==> config.mk <==
export PLATFORM = sky130hd
export DESIGN_NAME = pwm_capture
export DESIGN_NICKNAME = d
export VERILOG_FILES = /design/src/rtl/pwm_capture.sv
export SDC_FILE = /design/constraint.sdc
export NUM_CORES = 1
export LEC_CHECK = 0
export BUFFER_PORTS_ARGS = -buffer_cell sky130_fd_sc_hd__buf_2
export CAP_MARGIN = 30
export CORE_ASPECT_RATIO = 0.8
export CORE_MARGIN = 4
export CORE_UTILIZATION = 35
export DETAILED_ROUTE_END_ITERATION = 7
export PLACE_DENSITY = 0.59
export SETUP_SLACK_MARGIN = 0.3
export SYNTH_ARGS = -nofsm -noshare
export SYNTH_HDL_FRONTEND = slang
export SYNTH_SLANG_ARGS = --single-unit
==> constraint.sdc <==
create_clock -name Clk -period 2.6 [get_ports Clk]
set_clock_uncertainty 0.05 [all_clocks]
set_input_delay 0.78 -clock Clk [delete_from_list [all_inputs] [get_ports Clk]]
set_output_delay 0.78 -clock Clk [all_outputs]
set_load 0.02 [all_outputs]
==> src/rtl/pwm_capture.sv <==
`default_nettype none
// +----------------------------------------------------------------------------+
// | pwm_capture: measures high time and period of an asynchronous PWM line.    |
// | Rev 1.0 - initial release                                                  |
// +----------------------------------------------------------------------------+
module pwm_capture #(
    parameter int CNT_W       = 8,
    parameter int SYNC_STAGES = 2
) (
    input  logic             Clk,
    input  logic             reset,
    input  logic             E,
    input  logic             In,
    output logic [CNT_W-1:0] Duty,
    output logic [CNT_W-1:0] Period,
    output logic             Valid,
    output logic             Timeout,
    output logic             Locked,
    output logic             Level
);

    localparam logic [CNT_W-1:0] c_CNT_MAX = '1;
    localparam logic [CNT_W-1:0] c_CNT_ONE = CNT_W'(1);

    typedef enum logic [1:0] {
        S_IDLE = 2'd0,
        S_ARM  = 2'd1,
        S_HIGH = 2'd2,
        S_LOW  = 2'd3
    } state_t;

    state_t                 r_state;
    state_t                 w_state_nx;
    logic [SYNC_STAGES-1:0] r_sync;
    logic                   r_prev;
    logic [CNT_W-1:0]       r_hcnt;
    logic [CNT_W-1:0]       r_pcnt;
    logic [CNT_W-1:0]       r_duty;
    logic [CNT_W-1:0]       r_period;
    logic                   r_valid;
    logic                   r_timeout;
    logic                   r_locked;
    logic [CNT_W-1:0]       w_hcnt_nx;
    logic [CNT_W-1:0]       w_pcnt_nx;
    logic [CNT_W-1:0]       w_duty_nx;
    logic [CNT_W-1:0]       w_period_nx;
    logic                   w_valid_nx;
    logic                   w_timeout_nx;
    logic                   w_locked_nx;
    logic                   w_s;
    logic                   w_rise;
    logic                   w_fall;
    logic                   w_pcnt_max;
    logic [CNT_W-1:0]       w_pcnt_inc;
    logic [CNT_W-1:0]       w_hcnt_inc;

    assign w_s        = r_sync[SYNC_STAGES-1];
    assign w_rise     = w_s & ~r_prev;
    assign w_fall     = ~w_s & r_prev;
    assign w_pcnt_max = (r_pcnt == c_CNT_MAX);
    assign w_pcnt_inc = w_pcnt_max ? r_pcnt : r_pcnt + c_CNT_ONE;
    assign w_hcnt_inc = (r_hcnt == c_CNT_MAX) ? r_hcnt : r_hcnt + c_CNT_ONE;

    always_ff @(posedge Clk) begin
        if (reset) begin
            r_sync <= '0;
            r_prev <= 1'b0;
        end else begin
            r_sync <= {r_sync[SYNC_STAGES-2:0], In};
            r_prev <= w_s;
        end
    end

    always_ff @(posedge Clk) begin
        if (reset) begin
            r_state   <= S_IDLE;
            r_hcnt    <= '0;
            r_pcnt    <= '0;
            r_duty    <= '0;
            r_period  <= '0;
            r_valid   <= 1'b0;
            r_timeout <= 1'b0;
            r_locked  <= 1'b0;
        end else begin
            r_state   <= w_state_nx;
            r_hcnt    <= w_hcnt_nx;
            r_pcnt    <= w_pcnt_nx;
            r_duty    <= w_duty_nx;
            r_period  <= w_period_nx;
            r_valid   <= w_valid_nx;
            r_timeout <= w_timeout_nx;
            r_locked  <= w_locked_nx;
        end
    end

    always_comb begin
        w_state_nx   = r_state;
        w_hcnt_nx    = r_hcnt;
        w_pcnt_nx    = r_pcnt;
        w_duty_nx    = r_duty;
        w_period_nx  = r_period;
        w_valid_nx   = 1'b0;
        w_timeout_nx = 1'b0;
        w_locked_nx  = r_locked;
        if (!E) begin
            w_state_nx  = S_IDLE;
            w_hcnt_nx   = '0;
            w_pcnt_nx   = '0;
            w_locked_nx = 1'b0;
        end else begin
            case (r_state)
                S_IDLE: begin
                    w_hcnt_nx  = '0;
                    w_pcnt_nx  = '0;
                    w_state_nx = S_ARM;
                end
                S_ARM: begin
                    if (w_rise) begin
                        w_hcnt_nx  = c_CNT_ONE;
                        w_pcnt_nx  = c_CNT_ONE;
                        w_state_nx = S_HIGH;
                    end
                end
                S_HIGH: begin
                    // A rise cannot occur here, so saturation alone means timeout
                    if (w_pcnt_max) begin
                        w_timeout_nx = 1'b1;
                        w_locked_nx  = 1'b0;
                        w_state_nx   = S_ARM;
                    end else begin
                        w_pcnt_nx = w_pcnt_inc;
                        if (w_fall) begin
                            w_state_nx = S_LOW;
                        end else begin
                            w_hcnt_nx = w_hcnt_inc;
                        end
                    end
                end
                S_LOW: begin
                    if (w_rise) begin
                        w_duty_nx   = r_hcnt;
                        w_period_nx = r_pcnt;
                        w_valid_nx  = 1'b1;
                        w_locked_nx = 1'b1;
                        w_hcnt_nx   = c_CNT_ONE;
                        w_pcnt_nx   = c_CNT_ONE;
                        w_state_nx  = S_HIGH;
                    end else if (w_pcnt_max) begin
                        w_timeout_nx = 1'b1;
                        w_locked_nx  = 1'b0;
                        w_state_nx   = S_ARM;
                    end else begin
                        w_pcnt_nx = w_pcnt_inc;
                    end
                end
                default: begin
                    w_state_nx = S_IDLE;
                end
            endcase
        end
    end

    assign Duty    = r_duty;
    assign Period  = r_period;
    assign Valid   = r_valid;
    assign Timeout = r_timeout;
    assign Locked  = r_locked;
    assign Level   = w_s;

endmodule
`default_nettype wire

==> run summary, run 1 <==
The critical path's slowest cell was sky130_fd_sc_hd__or4_1. During placement, the flow inserted port buffers numbering 23. For the number of buffers on the longest clock path, the log shows 2.

The count of buffers added by post-CTS timing repair for setup was 0; the leakage power summed over all cells was 0.000837 µW. The tools report the synthesized net count as 197. Net count reported at finish: 219. Cell family with the largest share of critical-path delay: simple AND/OR/NAND/NOR gates. The Yosys step of the flow raised 0 warnings. The kind of path behind the tightest hold check was flip-flop to flip-flop. Entering global routing, the biggest net connects 21 pins. The shortest period the worst path allows is 2.10 ns, and the power density normalized to cell area is 581 mW/mm².

The depth of the CTS H-tree came out at 2. The cell type with the highest aggregate area in the netlist is sky130_fd_sc_hd__dfxtp_1. STA puts the critical path data arrival time at 2.27 ns. The number of different library cells used by synthesis comes to 38. The synthesized netlist occupies a cell area of 0.00172 mm². The endpoint class of the critical path was a flip-flop. Ranked by total cell area, the synthesized netlist is headed by sky130_fd_sc_hd__dfxtp_1, sky130_fd_sc_hd__mux2i_1, sky130_fd_sc_hd__nor2_1, sky130_fd_sc_hd__a21oi_1, sky130_fd_sc_hd__nand2_1.

The tools report the worst setup slack after layout as 0.498 ns. The largest single stage delay on the critical path is 0.56 ns. The total area inside the core boundary comes to 0.00468 mm². The number of hold buffers added after CTS was 0.

In the routed layout, each cell is associated on average with a via count of 5.03. In the synthesized netlist the dominant register cell turns out to be sky130_fd_sc_hd__dfxtp_1. The number of DRC violations after detailed-routing iteration 0 was 105; the minimum setup slack after placement was 0.529 ns. Across every metal layer, demand over resource in global routing totals 11.9%. The critical path is of the flip-flop to flip-flop type. The signal on the critical path passes through ha_1, and4_4, nand4_1, nand3_1, or4_1, a21oi_1. The number of hold-slack violations in the final timing report was 0.

Final setup TNS: 0 ns. In this run the core area contains 22 standard-cell rows. First-pass detailed-route iteration total: 4.

Library cell with the highest instance count after synthesis: sky130_fd_sc_hd__dfxtp_1. In this run the vertical extent of the chip is 70.7 µm. The number of buffers and inverters on the critical path is 0. For the count of inserted antenna diode cells, the log shows 0. Excluding fillers, the count of instances in the completed layout stands at 274. By count the netlist is led by sky130_fd_sc_hd__dfxtp_1, sky130_fd_sc_hd__nor2_1, sky130_fd_sc_hd__mux2i_1. Of all nets on the critical path, the largest fanout is 13. In the synthesized netlist, the number of instances is 191. Clock tree synthesis selected as its root buffer the cell sky130_fd_sc_hd__clkbuf_8.

Global-route wire length before repair: 5740 µm. Max-cap violations in this run came to 0. In this run, synthesis inferred 0 flip-flops with an integrated enable. Compared with the post-synthesis result, the final layout area differs by 14.7%. Setup repair after global routing left no endpoint under its margin. In the final routed layout, each cell accounts on average for 12.7 µm.

Static timing analysis puts the maximum clock frequency at 0.476 GHz. Detailed routing inserted a total of 1377 vias. The clock net sink count was 40; the die extent in x was 86.4 µm. For this configuration, the core starts out at a cell density of 36.8%. Type of element launching the critical path: a flip-flop. The proportion of layout cells with a drive suffix above 1 works out to 16.4%.

After synthesis the netlist holds a flip-flop and latch count of 40. The clock latency of the later-clocked register in the worst-skew pair is 0.29 ns, and the share of the yosys chip area belonging to registers is 46.5%. The number of global-route vias before repair came out at 1171.

The instance count after placement with tap cells included was 266. The count of pins over their slew limit was 0; the normalized max-slew margin was 58.5%. After clock tree synthesis, the clock-pin slew on the worst setup and hold paths is 0.07 ns. The logs give 0.847 for the routability congestion estimate from global placement and 5 for the total clock buffers created by CTS.

For the required arrival time at the worst endpoint, the log shows 2.77 ns. TritonCTS built the clock tree. For this run the aggregate overflow at the end of global routing stands at 0.

The number of antenna-violating nets in the routed design was 0; the worst ir drop on vdd was 0.000198 V. The routed design has 3470 µm of wire. HPWL after detailed placement: 2420 µm. Share of the clock period used by the worst path: 80.9%. After detailed routing, the number of remaining DRC violations is 0.

The actual slew at the worst max-slew pin works out to 0.622 ns. Setup violation total in the final timing report: 0. The post-cts gate resize count came out at 0.

24 I/O pins were placed. Number of antenna violations at the first check in global routing: 0. The die covers 0.00611 mm². The post-synthesis async set-or-reset flop share works out to 0%. Share of the synthesized area in the top cell type: 46.5%. The flow ran to the end, and the final reports show no timing, DRC or antenna violations. A synthesized cell averages 9.01 µm².
-- metal layers --
| layer | routed length (µm) | GRT usage, % | share of wire [%] |
|---|---|---|---|
| met5 | 0 | 0 | 0 |
| met3 | 190 | 3.61 | 5.5 |
| met2 | 1380 | 15.2 | 40 |
| met4 | 21 | 3.63 | 0.61 |
| met1 | 1880 | 18.5 | 54 |
-- kinds of logic after synthesis --
group | synth area share, %
adder cells (fa/ha/maj) | 1.45
multiplexers | 9.31
flip-flops | 46.5
AO/OA/AOI/OAI | 14.0
buffers and inverters | 3.93
XOR/XNOR | 1.02
AND/OR/NAND/NOR | 23.8
-- worst paths after layout --
check	cells after the start	to	from	slack, ns
worst max-delay path	6	r_hcnt[5]	r_pcnt[0]	0.50
worst min-delay path	1	r_sync[1]	r_sync[0]	0.40
worst min register to register	1	r_sync[1]	r_sync[0]	0.40
worst max register to register	6	r_hcnt[5]	r_pcnt[0]	0.50
-- sequential cells by signal, indices dropped and copies added, names as in the netlist --
register / count
r_hcnt: 8
Duty: 8
Timeout: 1
r_prev: 1
Period: 8
Valid: 1
r_sync: 2
r_state: 2
r_pcnt: 8
Locked: 1
-- layout by cell type (no fill, tap or decap), drive strengths merged, types with 2 or more instances in the layout --
master,n
a211oi,5
a21oi,12
a311oi,2
a31oi,2
a32oi,2
and2,3
and3,2
buf,25
clkbuf,6
dfxtp,40
ha,2
inv,2
mux2i,16
nand2,12
nand2b,4
nand3,7
nand3b,2
nand4,4
nor2,28
nor2b,5
nor3,4
o21ai,8
o31a,2
or3,6
xnor2,2
-- metrics by stage --
stage                     area, µm²  hold slack (ns)  total power [µW]  utilization (%)
final                          1970            0.398              1150             42.2
after global routing           1970            0.418              1200             42.2
after CTS                      1970            0.404              1170             42.2
after detailed placement       1870            0.377               668             39.9
after global placement         1870            0.378               669             39.9
after floorplan                1720            0.364               660                -
-- cell type report --
class                      instances  area (µm²)
tap                               60        75.1
inverter                           2        7.51
multi-input combinational        139         852
clock inverter                     2        35.0
sequential                        40         801
clock buffer                       6        72.6
timing repair buffer              25         130
fill                             487        2710
-- power breakdown --
part	internal, µW	switching, µW	total [µW]
Combinational	10.5	23.0	33.5
Clock	285	208	493
Sequential	616	4.63	620
-- worst register-to-register path, cell delays in order (launching register included) --
cell and delay, ns:
sky130_fd_sc_hd__dfxtp_1 0.36, sky130_fd_sc_hd__ha_1 0.27, sky130_fd_sc_hd__and4_4 0.23, sky130_fd_sc_hd__nand4_1 0.11, sky130_fd_sc_hd__nand3_1 0.31, sky130_fd_sc_hd__or4_1 0.56, sky130_fd_sc_hd__a21oi_1 0.14
Note: power is estimated with default switching activity, not from simulation.
==> run 2, diff against run 1 <==
Clock period 2.6 ns to 2.19 ns, I/O delays scaled along.
==> run summary, run 2 (synthesis results as in run 1) <==
The flow ran to the end, and the final reports show no timing, DRC or antenna violations. The number of global-route vias before repair was 1293 (was 1171). The terminating pin of the worst hold path was r_sync[1] (unchanged).

For the routability congestion estimate from global placement, the log shows 0.845 (was 0.847). The net count reported at finish is 225 (was 219). The global-route usage over all layers is 12.6% (was 11.9%), and the die extent in x is 86.4 µm (unchanged). The type of element launching the critical path is a flip-flop (unchanged).

The length in cells of the worst reg-to-reg path is 6 (unchanged). The logs give 0 (unchanged) for the count of inserted antenna diode cells and 0 (unchanged) for the number of max-capacitance violations reported. Number of antenna-violating nets in the routed design: 0 (unchanged). CTS root buffer: sky130_fd_sc_hd__clkbuf_8 (unchanged).

The most frequent standard cell in the layout excluding fill and tap cells was sky130_fd_sc_hd__dfxtp_1 (unchanged). The number of DRC violations after detailed-routing iteration 0 was 124 (was 105); the remaining design rule violation count was 0 (unchanged). The tools report the end of the worst register-to-register path as r_pcnt[5] (was r_hcnt[5]). The post-route met1 wirelength is 1910 µm (was 1880 µm), and the proportion of layout cells with a drive suffix above 1 is 21.9% (was 16.4%). For the fraction of the core area covered by cells at the end of the flow, the log shows 43.4% (was 42.2%).

The run gives 0.00190 mm² (was 0.00187 mm²) as the standard cell area after detailed placement. The top layer used by detailed routing is met4 (unchanged). Setup repair after global routing could not meet its margin everywhere.

The reg-to-reg critical path startpoint is r_pcnt[0] (unchanged). The leakage power summed over all cells came out at 0.000860 µW (was 0.000837 µW). The run gives 0 (unchanged) as the number of hold-slack violations in the final timing report. The met2 routed wirelength was 1450 µm (was 1380 µm); the boundary pin count was 24 (unchanged).

The remaining global-route overflow was 0 (unchanged); the average detailed-routed wire length per instance was 12.8 µm (was 12.7 µm). The global-route wire length before repair came out at 6220 µm (was 5740 µm). Share of the clock period used by the worst path: 83.8% (was 80.9%).

The number of cells traversed by the worst hold path was 1 (unchanged); the total clock buffers created by CTS was 5 (unchanged). Required arrival time at the worst endpoint: 2.36 ns (was 2.77 ns). Kind of path behind the tightest hold check: flip-flop to flip-flop (unchanged). Commonest non-fill, non-tap cells in the layout: sky130_fd_sc_hd__dfxtp_1, sky130_fd_sc_hd__nor2_1, sky130_fd_sc_hd__buf_2, sky130_fd_sc_hd__mux2i_1, sky130_fd_sc_hd__nand2_1 (was sky130_fd_sc_hd__dfxtp_1, sky130_fd_sc_hd__nor2_1, sky130_fd_sc_hd__buf_2, sky130_fd_sc_hd__mux2i_1). The maximum number of pins on one net before global-route repair is 21 (unchanged), and the worst-path maximum fanout is 5 (was 13). TritonCTS built the clock tree. The endpoint class of the critical path is a flip-flop (unchanged). For the number of buffers on the longest clock path, the log shows 2 (unchanged).

The area enclosed by the die boundary is 0.00611 mm² (unchanged). The run gives 0.00468 mm² (unchanged) as the placeable core region. The run gives 2.01 ns (was 2.27 ns) as the arrival time at the worst endpoint.

The clock input transition at the sequential cells of the worst setup and hold paths was 0.08 ns (was 0.07 ns); the final design area excluding fillers was 0.00203 mm² (was 0.00197 mm²). Source of the worst hold timing path: r_sync[0] (unchanged). The number of antenna violations at the first check in global routing came out at 0 (unchanged). Number of vias in the routed layout: 1421 (was 1377). The tools report the detailed-routed wire length on met3 as 191 µm (was 190 µm). Power density normalized to cell area: 611 mW/mm² (was 581 mW/mm²).

The normalized max-slew margin was 75.8% (was 58.5%). Count of buffers inserted at the top-level ports: 23 (unchanged). The tools report the number of rows in the core area as 22 (unchanged). The worst ir drop on vdd came out at 0.000277 V (was 0.000198 V).

The final wirelength is 3580 µm (was 3470 µm), and the area added between synthesis and finish is 18.1% (was 14.7%). The run gives 0.545 GHz (was 0.476 GHz) as the maximum achievable frequency. The setup violation total in the final timing report came out at 0 (unchanged).

The shortest period the worst path allows was 1.83 ns (was 2.10 ns). The HPWL after detailed placement was 2510 µm (was 2420 µm); the clock latency of the later-clocked register in the worst-skew pair was 0.29 ns (about the same). The start-to-end type of the worst setup path is flip-flop to flip-flop (unchanged). The clock net sink count is 40 (unchanged), and the initial core utilization is 36.8% (unchanged). The die height came out at 70.7 µm (unchanged).

The actual slew at the worst max-slew pin is 0.363 ns (was 0.622 ns), and the first-pass detailed-route iteration total is 5 (was 4). The depth of the CTS H-tree was 2 (unchanged). The detailed-route vias per instance works out to 5.09 (was 5.03). The count of pins over their slew limit is 0 (unchanged).

The run gives 0.36 ns (was 0.50 ns) as the slack of the worst reg-to-reg path. The final setup TNS is 0 ns (unchanged).
==> run 2: cell count changes in the layout (fill, tap and decap cells not counted), sizes merged <==
cell      previous run  this run
bufinv               1         0
buf                 25        31
clkbuf               6         5
clkinvlp             0         1
==> run 2: critical path, cell delays in order (launching register included) <==
cell                      delay [ns]
sky130_fd_sc_hd__dfxtp_4        0.37
sky130_fd_sc_hd__ha_4           0.17
sky130_fd_sc_hd__and4_4         0.20
sky130_fd_sc_hd__and3_4         0.18
sky130_fd_sc_hd__or3_4          0.32
sky130_fd_sc_hd__or3_1          0.34
sky130_fd_sc_hd__a21oi_1        0.14
==> run 2: how the worst max path moves through the flow <==
stage,startpoint,to,slack [ns],cells past startpoint
after floorplan,r_pcnt[1],r_pcnt[5],0.31,7
after global placement,r_pcnt[1],r_hcnt[5],0.25,6
after detailed placement,r_pcnt[1],r_hcnt[5],0.20,6
after CTS,r_pcnt[0],r_hcnt[5],0.32,6
after global routing,r_pcnt[0],r_pcnt[5],0.28,6
final,r_pcnt[0],r_pcnt[5],0.36,6
==> run 2: power breakdown <==
group / total (µW) / internal [µW] / switching [µW]
Clock: 462 / 216 / 246
Combinational: 44.6 / 14.9 / 29.7
Sequential: 735 / 730 / 5.03
Total: 1240 / 961 / 281
==> run 2: final cells by class <==
type | count | area [µm²]
sequential | 40 | 807
fill | 477 | 2650
clock buffer | 5 | 68.8
clock inverter | 2 | 12.5
timing repair buffer | 31 | 175
tap | 60 | 75.1
inverter | 2 | 7.51
multi-input combinational | 139 | 886
==> run 2: metrics by stage <==
stage                     hold WS [ns]  instances  total power (µW)  setup WS, ns
after floorplan                  0.364        191               784         0.307
after global placement           0.385        270               795         0.245
after detailed placement         0.380        270               796         0.196
after CTS                        0.399        278              1260         0.315
after global routing             0.429        279              1300         0.282
final                            0.390        279              1240         0.356
==> run 2: metal layers <==
metal	global-route usage (%)	up-vias
li1	-	742
met1	18.8	649
met2	17.0	28
met3	4.54	2
met4	3.63	0
met5	0	-
==> run 2: timing repair <==
action | CTS | global route
setup buffers | 1 | 1
setup endpoints to repair | 3 | 6
gates resized for setup | 3 | 5
hold buffers | 0 | 0
pin swaps | 0 | 4
